<file path="config.mk">
export PLATFORM = sky130hd
export DESIGN_NAME = mem_port_arbiter
export DESIGN_NICKNAME = d
export VERILOG_FILES = /design/src/rtl/mem_port_arbiter.sv
export SDC_FILE = /design/constraint.sdc
export NUM_CORES = 1
export LEC_CHECK = 0
export CORE_ASPECT_RATIO = 0.6
export CORE_UTILIZATION = 38
export DETAILED_ROUTE_END_ITERATION = 7
export PLACE_DENSITY = 0.77
export SKIP_CTS_REPAIR_TIMING = 1
export SLEW_MARGIN = 20
export SYNTH_ARGS = -nofsm -noshare
export SYNTH_HDL_FRONTEND = slang
export SYNTH_SLANG_ARGS = --single-unit
export TNS_END_PERCENT = 10
</file>
<file path="constraint.sdc">
create_clock -name clk -period 4.96 [get_ports clk]
set_input_delay 0.992 -clock clk [delete_from_list [all_inputs] [get_ports clk]]
set_output_delay 0.992 -clock clk [all_outputs]
set_load 0.05 [all_outputs]
</file>
<file path="src/rtl/mem_port_arbiter.sv">
// mem_port_arbiter: one-outstanding arbiter sharing a single memory port between fetch and data, data first with fetch anti-starvation and a response timeout.
module mem_port_arbiter #(
  parameter int STARVE_LIMIT = 4,
  parameter int TIMEOUT      = 16
) (
  input  logic        clk,
  input  logic        reset,
  input  logic        if_req,
  input  logic [31:0] if_addr,
  output logic        if_gnt,
  output logic        if_rvalid,
  output logic [31:0] if_rdata,
  input  logic        d_req,
  input  logic        d_we,
  input  logic [31:0] d_addr,
  input  logic [31:0] d_wdata,
  output logic        d_gnt,
  output logic        d_rvalid,
  output logic [31:0] d_rdata,
  output logic        bus_err,
  output logic        mem_req,
  output logic        mem_we,
  output logic [31:0] mem_addr,
  output logic [31:0] mem_wdata,
  input  logic        mem_ack,
  input  logic        mem_rvalid,
  input  logic [31:0] mem_rdata
);
  localparam int SW = $clog2(STARVE_LIMIT + 1);
  localparam int TW = $clog2(TIMEOUT);
  localparam logic [SW-1:0] SL = SW'(STARVE_LIMIT);
  localparam logic [TW-1:0] TM = TW'(TIMEOUT - 1);
  typedef enum logic [1:0] {IDLE, REQ, RESP} state_t;
  state_t        state_q, state_d;
  logic          owner_q, owner_d;
  logic [SW-1:0] starve_q, starve_d;
  logic [TW-1:0] tmo_q, tmo_d;
  logic          mem_req_q, mem_req_d, mem_we_q, mem_we_d;
  logic [31:0]   mem_addr_q, mem_addr_d, mem_wdata_q, mem_wdata_d;
  logic          if_rvalid_q, if_rvalid_d, d_rvalid_q, d_rvalid_d, bus_err_q, bus_err_d;
  logic [31:0]   if_rdata_q, if_rdata_d, d_rdata_q, d_rdata_d;
  logic          idle, d_win, rd_done, done, tmo_hit, fin;
  always_comb begin
    idle     = state_q == IDLE;
    d_win    = d_req && !(if_req && starve_q == SL);
    d_gnt    = idle && d_win;
    if_gnt   = idle && if_req && !d_win;
    rd_done  = mem_rvalid && !mem_we_q && (state_q == RESP || (state_q == REQ && mem_ack));
    done     = rd_done || (state_q == REQ && mem_ack && mem_we_q);
    tmo_hit  = !idle && tmo_q == TM && !done;
    fin      = done || tmo_hit;
    state_d     = state_q;
    owner_d     = owner_q;
    starve_d    = starve_q;
    tmo_d       = idle ? tmo_q : tmo_q + 1'b1;
    mem_req_d   = (state_q == REQ && (mem_ack || tmo_hit)) ? 1'b0 : mem_req_q;
    mem_we_d    = mem_we_q;
    mem_addr_d  = mem_addr_q;
    mem_wdata_d = mem_wdata_q;
    if (d_gnt || if_gnt) begin
      state_d     = REQ;
      owner_d     = d_gnt;
      tmo_d       = '0;
      mem_req_d   = 1'b1;
      mem_we_d    = d_gnt && d_we;
      mem_addr_d  = d_gnt ? d_addr : if_addr;
      mem_wdata_d = d_gnt ? d_wdata : 32'h0;
      starve_d    = (d_gnt && if_req) ? ((starve_q == SL) ? starve_q : starve_q + 1'b1) : '0;
    end
    else if (fin)
      state_d = IDLE;
    else if (state_q == REQ && mem_ack)
      state_d = RESP;
    // rdata registers hold between completions; a failed or store completion returns 0
    if_rvalid_d = fin && !owner_q;
    d_rvalid_d  = fin && owner_q;
    bus_err_d   = tmo_hit;
    if_rdata_d  = (fin && !owner_q) ? (rd_done ? mem_rdata : 32'h0) : if_rdata_q;
    d_rdata_d   = (fin && owner_q) ? (rd_done ? mem_rdata : 32'h0) : d_rdata_q;
  end
  always_ff @(posedge clk or posedge reset) begin
    if (reset) begin
      state_q     <= IDLE;
      owner_q     <= 1'b0;
      starve_q    <= '0;
      tmo_q       <= '0;
      mem_req_q   <= 1'b0;
      mem_we_q    <= 1'b0;
      mem_addr_q  <= 32'h0;
      mem_wdata_q <= 32'h0;
      if_rvalid_q <= 1'b0;
      d_rvalid_q  <= 1'b0;
      bus_err_q   <= 1'b0;
      if_rdata_q  <= 32'h0;
      d_rdata_q   <= 32'h0;
    end else begin
      state_q     <= state_d;
      owner_q     <= owner_d;
      starve_q    <= starve_d;
      tmo_q       <= tmo_d;
      mem_req_q   <= mem_req_d;
      mem_we_q    <= mem_we_d;
      mem_addr_q  <= mem_addr_d;
      mem_wdata_q <= mem_wdata_d;
      if_rvalid_q <= if_rvalid_d;
      d_rvalid_q  <= d_rvalid_d;
      bus_err_q   <= bus_err_d;
      if_rdata_q  <= if_rdata_d;
      d_rdata_q   <= d_rdata_d;
    end
  end
  assign mem_req   = mem_req_q;
  assign mem_we    = mem_we_q;
  assign mem_addr  = mem_addr_q;
  assign mem_wdata = mem_wdata_q;
  assign if_rvalid = if_rvalid_q;
  assign d_rvalid  = d_rvalid_q;
  assign bus_err   = bus_err_q;
  assign if_rdata  = if_rdata_q;
  assign d_rdata   = d_rdata_q;
endmodule

</file>
==> implementation parameters, run 1 <==
Parameter                              Value

Route
  Via count ... between 4000 and 5000
  Initial detailed-routing violation count ... slightly below 300
  Post-DR vias/cell ... 5.01
  Pre-Repair DR Iteration Count ... 5
  Post-detailed-routing wire length ... between 15000 and 20000 um
  Wire per inst ... 17.4 um
  Total DRC errors in the routed layout ... 0
  Post-detailed-route count of antenna-violating nets ... 0

Worst setup path
  Data required time of the worst path ... ~4 ns
  Critical Path Start Type ... input port
  Top Family by Delay on Critical Path ... buffers and inverters
  Cell-by-cell trace of the critical path ... clkdlybuf4s50_1 > or3b_2 > a21o_1 > inv_1 > buf_4
  CP arrival ... slightly below 3 ns
  Critical path endpoint category ... output pin
  Crit-path max cell delay ... approximately 0.75 ns
  Critical path peak fanout ... 28
  Buf+Inv Stages, Crit Path ... 3
  Critical path class ... input port to output pin
  Slowest-stage cell, CP ... sky130_fd_sc_hd__or3b_2

Pwr
  Proportion of power drawn by flip-flops and latches ... 0.272
  Ratio of total power to cell area ... 780 mW/mm^2
  Internal power ... just under 4 mW
  Switch share ... 0.469
  Leak pwr ... between 4 and 5 nW
  Largest voltage drop on the vdd net ... 0.399 mV
  Combinational share of power ... 0.552
  Portion of total power attributed to the clock network ... 0.175
  Overall power of the completed layout ... 7.45 mW
  Net load switching power ... ~3.5 mW

STA
  Tmin final ... just under 4 ns
  Part of the cycle the worst path needs ... 0.798
  Rel. slew slack ... 0.535
  Maximum frequency from static timing analysis ... between 0.2 and 0.3 GHz
  Hold slack ... slightly below 0.5 ns
  Worst-margin pin slew ... just under 0.7 ns
  Post-Route Setup TNS ... 0 ns
  Setup repair after global routing missed its margin ... false
  Total of endpoints with negative setup slack in the final report ... 0
  Final number of max-transition violations ... 0
  Final-report hold violation count ... 0
  Setup Skew ... roughly 0.0092 ns

Outcome
  Status ... finished, final reports clean

Clocking
  Clock-pin slew on the worst setup and hold paths ... 0.06 ns
  TritonCTS clock tree ... yes
  Number of buffers inserted during clock tree synthesis ... 17
  Buffer cell driving the clock tree root ... sky130_fd_sc_hd__clkbuf_16
  Largest buffer count on any clock path ... 2
  Clk_lat worst skew ... about 0.4 ns
  CTS HTree Levels ... 4
  TritonCTS sink count ... 143

Global routing
  Aggregate global routing overflow ... 0
  Global-route total usage across every layer ... 0.204
  Vias in the first global route ... a little over 5000
  Antenna violations before repair ... 0
  Wire length of the first global-routing pass ... around 26000 um
  Largest net degree at the start of global routing ... 114

Die
  Initial standard-cell utilization of the core ... 0.393
  Horizontal die dimension ... ~170 um
  Die Height ... roughly 100 um
  Number of standard-cell rows in the floorplan ... 35
  Area enclosed by the die boundary ... around 0.016 mm^2
  Standard cell core area ... ~0.015 mm^2
  # IOs ... between 200 and 300

Final layout
  Seq. cell area ... 0.00358 mm^2
  Net count reported at finish ... approximately 890
  Footprint of the multi-input gates ... 0.00227 mm^2
  Share of post-route cells with drive strength above 1 ... 0.142
  Fillers ... ~1200
  Layout overhead on the synthesized area ... 57.3%
  Number of inserted diodes ... 0

Logic synthesis
  Sequential share of the synthesized area ... 0.590
  Post-Synthesis Net Count ... about 630
  Mean cell area of the mapped netlist ... roughly 12 um^2
  Number of synthesized flops with an enable pin ... 0
  Cell count after synthesis ... 490
  Register bit count reported by yosys ... about 140
  Synth cell types ... 41
  Post-Synthesis Cell Area ... around 0.0061 mm^2
  Ys flop type ... sky130_fd_sc_hd__dfrtp_1
  YS warnings ... 0
  Share of synthesized registers carrying an async set or reset ... 1.00

Place
  Routability congestion estimate ... 0.801
  Post-DP HPWL ... around 12000 um
  Number of port buffers ... about 270

Worst hold path
  Hold WC Path Type ... register to register

Job
  MaxCap Viol Count ... 0
area by class of cell:
class	count	area share
Timing Repair Buffer	277	0.293
Inverter	9	0.00406
Sequential cell	143	0.375
Clock inverter	14	0.0176
Clock buffer	18	0.0460
Tap cell	203	0.0266
Multi-Input combinational cell	307	0.238
power by group through the flow:
stage                     clock, mW  sequential (mW)  combinational, mW
after detailed placement          0             2.04               4.11
after global placement            0             2.00               4.02
after floorplan                   0             3.68               1.06
after CTS                      1.34             2.03               4.11
after global routing           1.39             2.09               4.30
final                          1.31             2.03               4.11
synthesized netlist by cell type, types with 2 or more instances:
cell                       count  area, um^2
sky130_fd_sc_hd__nor2_1       68         255
sky130_fd_sc_hd__inv_1         8        30.0
sky130_fd_sc_hd__a21o_1        2        15.0
sky130_fd_sc_hd__a31oi_4       2        42.5
sky130_fd_sc_hd__nor2_2        2        12.5
sky130_fd_sc_hd__ha_1          3        37.5
sky130_fd_sc_hd__and2_1       32         200
sky130_fd_sc_hd__a21oi_1       2        10.0
sky130_fd_sc_hd__mux2_4       29         435
sky130_fd_sc_hd__buf_6         2        22.5
sky130_fd_sc_hd__dfrtp_1     143        3580
sky130_fd_sc_hd__nand2_1       8        30.0
sky130_fd_sc_hd__nand2b_1      2        12.5
sky130_fd_sc_hd__a22o_1       33         289
sky130_fd_sc_hd__nand4_1       2        12.5
sky130_fd_sc_hd__buf_4         4        30.0
sky130_fd_sc_hd__xor2_1        2        17.5
sky130_fd_sc_hd__clkbuf_1     11        41.3
sky130_fd_sc_hd__nand3_1       3        15.0
sky130_fd_sc_hd__o22ai_1       6        37.5
sky130_fd_sc_hd__buf_12        2        40.0
sky130_fd_sc_hd__nor3_1       54         270
sky130_fd_sc_hd__mux2_1        9         101
sky130_fd_sc_hd__buf_2        11        55.1
sky130_fd_sc_hd__mux2_2       26         293
sky130_fd_sc_hd__o21ai_0       9        45.0
metal layers:
metal / global-route usage / share of wire
met5: 0 / 0
met4: 0.0776 / 0.016
met3: 0.0488 / 0.075
met2: 0.341 / 0.48
met1: 0.257 / 0.43
through the flow:
| step | instance area [um^2] | instances | setup WS, ns | util |
|---|---|---|---|---|
| after global placement | 8880 | 937 | 1.04 | 0.574 |
| after detailed placement | 8880 | 937 | 1.01 | 0.575 |
| after CTS | 9490 | 969 | 1.00 | 0.614 |
| after floorplan | 6070 | 490 | 0.130 | - |
| final | 9550 | 971 | 1.00 | 0.618 |
| after global routing | 9550 | 971 | 0.938 | 0.618 |
path summary, 6_finish.rpt:
path	start	to	slack [ns]	cells after the start
setup / recovery	if_req	if_gnt	1.0	5
hold / removal	mem_req	mem_req	0.49	2
setup reg to reg	state_q[0]	if_rdata[18]	2.45	5
hold reg to reg	mem_req	mem_req	0.49	2
max in group asynchronous	reset	mem_wdata[28]	2.88	4
min in group asynchronous	reset	mem_wdata[11]	0.94	2
worst reg2reg max path, delay by kind of cell, from the launching register on:
kind / cells / cell delay (ns)
AOI/OAI and AO/OA: 2 / 0.79
buffers and inverters: 1 / 0.42
DFF: 1 / 0.55
muxes: 1 / 0.35
and+or+nand+nor: 1 / 0.29
sequential cells by signal (all words and copies together) (netlist names), 2 cells and up:
register	count
d_rdata	32
if_rdata	32
mem_addr	32
mem_wdata	32
tmo_q	4
starve_q	3
state_q	2
placed cells by master, fill, tap and decap left out, drive strengths merged:
cell and n:
a31o 1, buf 10, dfrtp 143, nand4 3, a22o 33, nand3 3, nor3b 1, clkdlybuf4s50 267
bufinv 2, and2 32, nand4b 1, nor3 54, or3b 1, a21oi 2, a21o 2, mux2 64
and4bb 1, nand2 8, xor2 2, and2b 1, nor2 70, o21ai 10, clkbuf 18, o21bai 1
o2111a 1, and3 1, ha 3, a31oi 2, inv 17, or2 1, nand2b 2, o22ai 6
nand3b 1, clkinv 2, clkinvlp 2
cell families after synthesis:
group	Yosys count	synth area share
xor+xnor	2	0.00289
fa+ha+maj	3	0.00618
mux	64	0.137
flops	143	0.590
simple gates	180	0.148
buf+inv	40	0.0392
compound gates	58	0.0777
(Power assumes the default switching activity.)
==> run 2, diff against run 1 <==
Settings changed: CORE_UTILIZATION 38 to 42, PLACE_DENSITY 0.77 to 0.8.
Clock period 4.96 ns to 3.8 ns, I/O delays scaled along.
==> implementation parameters, run 2 (synthesis gave the netlist of run 1 again) <==
Parameter                              Value

Global routing
  Met2 demand-to-capacity share in global routing ... 0.374 (+0.0331)
  Largest net degree at the start of global routing ... 144 (+26%)
  Global-route total usage across every layer ... 0.224 (+0.0201)
  Vias in the first global route ... 4954 (-2.0%)
  Global routing's busiest layer ... met2
  Met3 usage ... 0.0486 (-0.000124)
  Met1 demand-to-capacity share in global routing ... 0.288 (+0.0318)
  Wire length of the first global-routing pass ... 25700 um (-0.56%)
  Antenna violations before repair ... 0 (unchanged)
  Aggregate global routing overflow ... 0 (unchanged)

STA
  Part of the cycle the worst path needs ... 0.816
  Hold slack ... 0.483 ns (-0.00544 ns)
  Tmin final ... just over 3 ns
  Worst path setup slack after routing ... 0.699 ns (-0.301 ns)
  Post-Route Setup TNS ... 0 ns (unchanged)
  Setup Skew ... 0.0123 ns (+0.00312 ns)
  Final number of max-transition violations ... 0 (unchanged)
  Final-report hold violation count ... 0 (unchanged)
  Maximum frequency from static timing analysis ... ~0.32 GHz
  Worst-margin pin slew ... 0.735 ns (+0.0384 ns)
  Rel. slew slack ... 0.510 (-0.0246)
  Setup repair after global routing missed its margin ... false
  Total of endpoints with negative setup slack in the final report ... 0 (unchanged)

Route
  Pre-Repair DR Iteration Count ... 4 (-1)
  Initial detailed-routing violation count ... 225 (-23%)
  Total DRC errors in the routed layout ... 0 (unchanged)
  Post-DR vias/cell ... 5.02 (+0.17%)
  Post-detailed-routing wire length ... 16600 um (-1.6%)
  Post-detailed-route count of antenna-violating nets ... 0 (unchanged)
  Via count ... 4820 (-0.97%)
  Wire per inst ... 17.3 um (-0.50%)

Die
  Number of standard-cell rows in the floorplan ... 33 (-5.7%)
  Horizontal die dimension ... 157 um (-4.8%)
  Die Height ... 95.1 um (-4.8%)
  Initial standard-cell utilization of the core ... 0.437 (+0.0449)
  # IOs ... 270 (unchanged)
  Standard cell core area ... 0.0139 mm^2 (-10%)
  Area enclosed by the die boundary ... 0.0150 mm^2 (-9.4%)

Worst setup path
  Critical Path Start Type ... input port
  CP Launch Point ... if_req
  Critical path peak fanout ... 6 (-79%)
  Critical path endpoint category ... output pin
  Reg-to-reg critical path startpoint ... state_q[0]
  CP arrival ... 2.34 ns (-0.63 ns)
  Critical path class ... input port to output pin
  Data required time of the worst path ... 3.04 ns (-0.93 ns)

Place
  Number of port buffers ... 269 (unchanged)
  Routability congestion estimate ... 0.793 (-1.0%)
  DP Cell Count ... 929 (-0.85%)
  Worst slack at placement ... 0.705 ns (-0.301 ns)
  Post-DP HPWL ... 11900 um (-1.2%)
  Post-detailed-placement cell area ... 0.00892 mm^2 (+0.42%)

Final layout
  Finished Core Util ... 0.686 (+0.0680)
  Number of inserted diodes ... 0 (unchanged)
  Final design area excluding fillers ... 0.00951 mm^2 (-0.37%)
  Most used cells in the layout excluding fill and tap cells ... sky130_fd_sc_hd__clkdlybuf4s50_1 (267), sky130_fd_sc_hd__dfrtp_1 (143), sky130_fd_sc_hd__nor2_1 (68)
  Net count reported at finish ... 894 (+0.11%)
  Final cell count without fillers ... 960 (-1.1%)
  Fillers ... 1018 (-13%)
  Share of post-route cells with drive strength above 1 ... 0.138 (-0.00391)
  Most common cell after layout, fill and taps aside ... sky130_fd_sc_hd__clkdlybuf4s50_1
  Layout overhead on the synthesized area ... 56.7%

Outcome
  Status ... finished, final reports clean

Clocking
  Buffer cell driving the clock tree root ... sky130_fd_sc_hd__clkbuf_16
  TritonCTS clock tree ... yes
  Largest buffer count on any clock path ... 2 (unchanged)
  Number of buffers inserted during clock tree synthesis ... 17 (unchanged)
  Clock-pin slew on the worst setup and hold paths ... 0.05 ns (about the same)
  Clk_lat worst skew ... 0.40 ns (about the same)
  CTS HTree Levels ... 4 (unchanged)
  TritonCTS sink count ... 143 (unchanged)

Pwr
  Largest voltage drop on the vdd net ... 0.639 mV (+60%)
  Ratio of total power to cell area ... 1010 mW/mm^2 (+30%)
  Overall power of the completed layout ... 9.65 mW (+30%)
  Leak pwr ... 4.30 nW (-0.16%)

Worst hold path
  Hold WC Path Type ... register to register
  Launch instance of the worst min-delay path ... mem_req

Job
  MaxCap Viol Count ... 0 (unchanged)
==> run 2: layout make-up <==
cell class | instances | area (um^2) | share of cell area
Clock buffer | 21 | 450 | 0.0474
Clock inverter | 10 | 139 | 0.0146
Inverter | 9 | 37.5 | 0.00395
Multi-Input combinational cell | 307 | 2260 | 0.238
Sequential cell | 143 | 3580 | 0.376
Tap cell | 192 | 240 | 0.0253
Timing Repair Buffer | 278 | 2810 | 0.295
==> run 2: worst max-delay path, cell delays in order <==
cell and delay, ns:
sky130_fd_sc_hd__clkdlybuf4s50_1 0.56, sky130_fd_sc_hd__or3b_2 0.48, sky130_fd_sc_hd__a21o_1 0.24, sky130_fd_sc_hd__inv_1 0.15, sky130_fd_sc_hd__buf_12 0.15
==> run 2: routing by layer <==
metal,up-vias,routed length [um]
li1,2234,-
met5,-,0
met3,30,862
met1,2387,7300
met2,169,8090
met4,0,359
==> run 2: path summary, 6_finish.rpt <==
kind	end	slack, ns	depth (start not counted)
max	if_gnt	0.70	5
min	mem_req	0.48	2
max reg2reg	if_rdata[31]	1.53	5
min reg2reg	mem_req	0.48	2
max in group asynchronous	mem_wdata[27]	2.32	3
min in group asynchronous	if_rdata[25]	0.96	3
==> run 2: power breakdown <==
part           internal, mW  leakage [nW]  switching (mW)
sequential             2.21          1.83           0.439
combinational          1.94          2.18            3.40
clock                  1.05         0.287           0.612
total                  5.20          4.30            4.45
==> run 3, diff against run 2 <==
Clock period 3.8 ns to 3.25 ns, I/O delays scaled along.
==> implementation parameters, run 3 (synthesis gave the netlist of run 1 again) <==
Parameter                              Value

Die
  # IOs ... 270 (unchanged)
  Standard cell core area ... 0.0139 mm^2 (unchanged)
  Initial standard-cell utilization of the core ... 0.437 (unchanged)
  Horizontal die dimension ... 157 um (unchanged)
  Area enclosed by the die boundary ... 0.0150 mm^2 (unchanged)
  Number of standard-cell rows in the floorplan ... 33 (unchanged)
  Die Height ... 95.1 um (unchanged)

Global routing
  Vias in the first global route ... 4950 (-0.081%)
  Global-route total usage across every layer ... 0.231 (+0.00749)
  Aggregate global routing overflow ... 0 (unchanged)
  Largest net degree at the start of global routing ... 144 (unchanged)
  Wire length of the first global-routing pass ... 26500 um (+2.9%)
  Antenna violations before repair ... 0 (unchanged)

Clocking
  TritonCTS clock tree ... yes
  CTS HTree Levels ... 4 (unchanged)
  Clock-pin slew on the worst setup and hold paths ... 0.05 ns (about the same)
  Largest buffer count on any clock path ... 2 (unchanged)
  Buffer cell driving the clock tree root ... sky130_fd_sc_hd__clkbuf_16
  TritonCTS sink count ... 143 (unchanged)
  Number of buffers inserted during clock tree synthesis ... 17 (unchanged)
  Clk_lat worst skew ... 0.40 ns (about the same)

Worst hold path
  Hold WC Path Type ... register to register

Pwr
  Switch share ... 0.463 (+0.00108)
  Net load switching power ... 5.25 mW (+18%)
  Overall power of the completed layout ... 11.3 mW (+18%)
  Portion of total power attributed to the clock network ... 0.174 (+0.002)
  Largest voltage drop on the vdd net ... 0.768 mV (+20%)
  Proportion of power drawn by flip-flops and latches ... 0.273 (-0.002)
  Leak pwr ... 4.31 nW (+0.24%)
  Ratio of total power to cell area ... 1190 mW/mm^2 (+17%)
  Combinational share of power ... 0.553 (about the same)
  Internal power ... 6.10 mW (+17%)

Route
  Via count ... 4805 (-0.31%)
  Post-DR vias/cell ... 5.01 (-0.31%)
  Post-detailed-route count of antenna-violating nets ... 0 (unchanged)
  Total DRC errors in the routed layout ... 0 (unchanged)
  Post-detailed-routing wire length ... 16900 um (+1.7%)
  Wire per inst ... 17.6 um (+1.7%)
  Initial detailed-routing violation count ... 200 (-11%)
  Pre-Repair DR Iteration Count ... 6 (+2)

STA
  Post-Route Setup TNS ... 0 ns (unchanged)
  Final-report hold violation count ... 0 (unchanged)
  Rel. slew slack ... 0.479 (-0.0312)
  Worst-margin pin slew ... 0.781 ns (+0.0468 ns)
  Tmin final ... 2.87 ns
  Total of endpoints with negative setup slack in the final report ... 0 (unchanged)
  Final number of max-transition violations ... 0 (unchanged)
  Part of the cycle the worst path needs ... 0.883
  Maximum frequency from static timing analysis ... 0.348 GHz
  Setup repair after global routing missed its margin ... false
  Setup Skew ... 0.0143 ns (+0.00196 ns)

Worst setup path
  Critical path class ... input port to output pin
  Data required time of the worst path ... 2.60 ns (-0.44 ns)
  Critical path endpoint category ... output pin
  Critical path peak fanout ... 6 (unchanged)
  Critical Path Start Type ... input port
  CP arrival ... 2.22 ns (-0.12 ns)

Final layout
  Share of post-route cells with drive strength above 1 ... 0.141 (+0.00260)
  Footprint of the multi-input gates ... 0.00226 mm^2 (unchanged)
  Net count reported at finish ... 894 (unchanged)
  Most used cells in the layout excluding fill and tap cells ... sky130_fd_sc_hd__clkdlybuf4s50_1 (267), sky130_fd_sc_hd__dfrtp_1 (143), sky130_fd_sc_hd__nor2_1 (68)
  Seq. cell area ... 0.00358 mm^2 (unchanged)
  Layout overhead on the synthesized area ... 57.1%
  Most common cell after layout, fill and taps aside ... sky130_fd_sc_hd__clkdlybuf4s50_1
  Fillers ... 1002 (-1.6%)
  Number of inserted diodes ... 0 (unchanged)

Place
  Number of port buffers ... 269 (unchanged)
  Post-DP HPWL ... 12000 um (+0.72%)
  Routability congestion estimate ... 0.766 (-3.4%)

Job
  MaxCap Viol Count ... 0 (unchanged)

Outcome
  Status ... finished, final reports clean
-- run 3: changes by cell type in the layout (fill, tap and decap cells not counted) --
| cell | previous run | this run |
|---|---|---|
| sky130_fd_sc_hd__buf_12 | 4 | 5 |
| sky130_fd_sc_hd__buf_4 | 7 | 6 |
| sky130_fd_sc_hd__clkbuf_1 | 3 | 1 |
| sky130_fd_sc_hd__clkinv_2 | 3 | 2 |
| sky130_fd_sc_hd__clkinv_4 | 3 | 4 |
| sky130_fd_sc_hd__inv_6 | 0 | 2 |
-- run 3: per-layer routing --
layer | up-vias | GRT usage | share of wire
li1 | 2236 | - | -
met1 | 2396 | 0.308 | 0.45
met2 | 157 | 0.379 | 0.49
met3 | 16 | 0.0527 | 0.053
met4 | 0 | 0.0728 | 0.014
met5 | - | 0 | 0
-- run 3: final timing paths --
kind | startpoint | endpoint | slack [ns] | cells past startpoint
max | if_req | if_gnt | 0.38 | 5
min | d_rdata[20] | d_rdata[20] | 0.48 | 1
max reg2reg | state_q[1] | mem_addr[15] | 1.13 | 6
min reg2reg | d_rdata[20] | d_rdata[20] | 0.48 | 1
max in group asynchronous | reset | if_rdata[12] | 1.82 | 3
min in group asynchronous | reset | if_rdata[23] | 0.83 | 3
-- run 3: power groups by stage --
| stage | registers, mW | logic (mW) | clock network (mW) |
|---|---|---|---|
| 2_1_floorplan | 5.62 | 1.63 | 0 |
| 3_3_place_gp | 3.05 | 6.19 | 0 |
| 3_5_place_dp | 3.10 | 6.31 | 0 |
| 4_1_cts | 3.09 | 6.32 | 2.01 |
| 5_1_grt | 3.18 | 6.56 | 2.10 |
| 6_report | 3.09 | 6.28 | 1.98 |
-- run 3: final cells by class --
class	count	area share
sequential	143	0.375
multi-input combinational	307	0.237
tap	192	0.0252
timing repair buffer	278	0.295
clock inverter	12	0.0168
clock buffer	19	0.0464
inverter	9	0.00394
-- run 3: worst max-delay path, cell delays in order --
cell and delay, ns:
sky130_fd_sc_hd__clkdlybuf4s50_1 0.56, sky130_fd_sc_hd__or3b_2 0.48, sky130_fd_sc_hd__a21o_1 0.25, sky130_fd_sc_hd__inv_1 0.14, sky130_fd_sc_hd__buf_12 0.15
-- run 3: stage by stage --
step | hold WS, ns | util | instance area (um^2) | std cells | worst slack [ns]
after floorplan | 0.487 | - | 6070 | 490 | 0.809
after global placement | 0.468 | 0.644 | 8930 | 929 | 0.407
after detailed placement | 0.478 | 0.644 | 8930 | 929 | 0.383
after global routing | 0.501 | 0.688 | 9540 | 960 | 0.307
final | 0.485 | 0.688 | 9540 | 960 | 0.380
after CTS | 0.489 | 0.688 | 9540 | 960 | 0.377
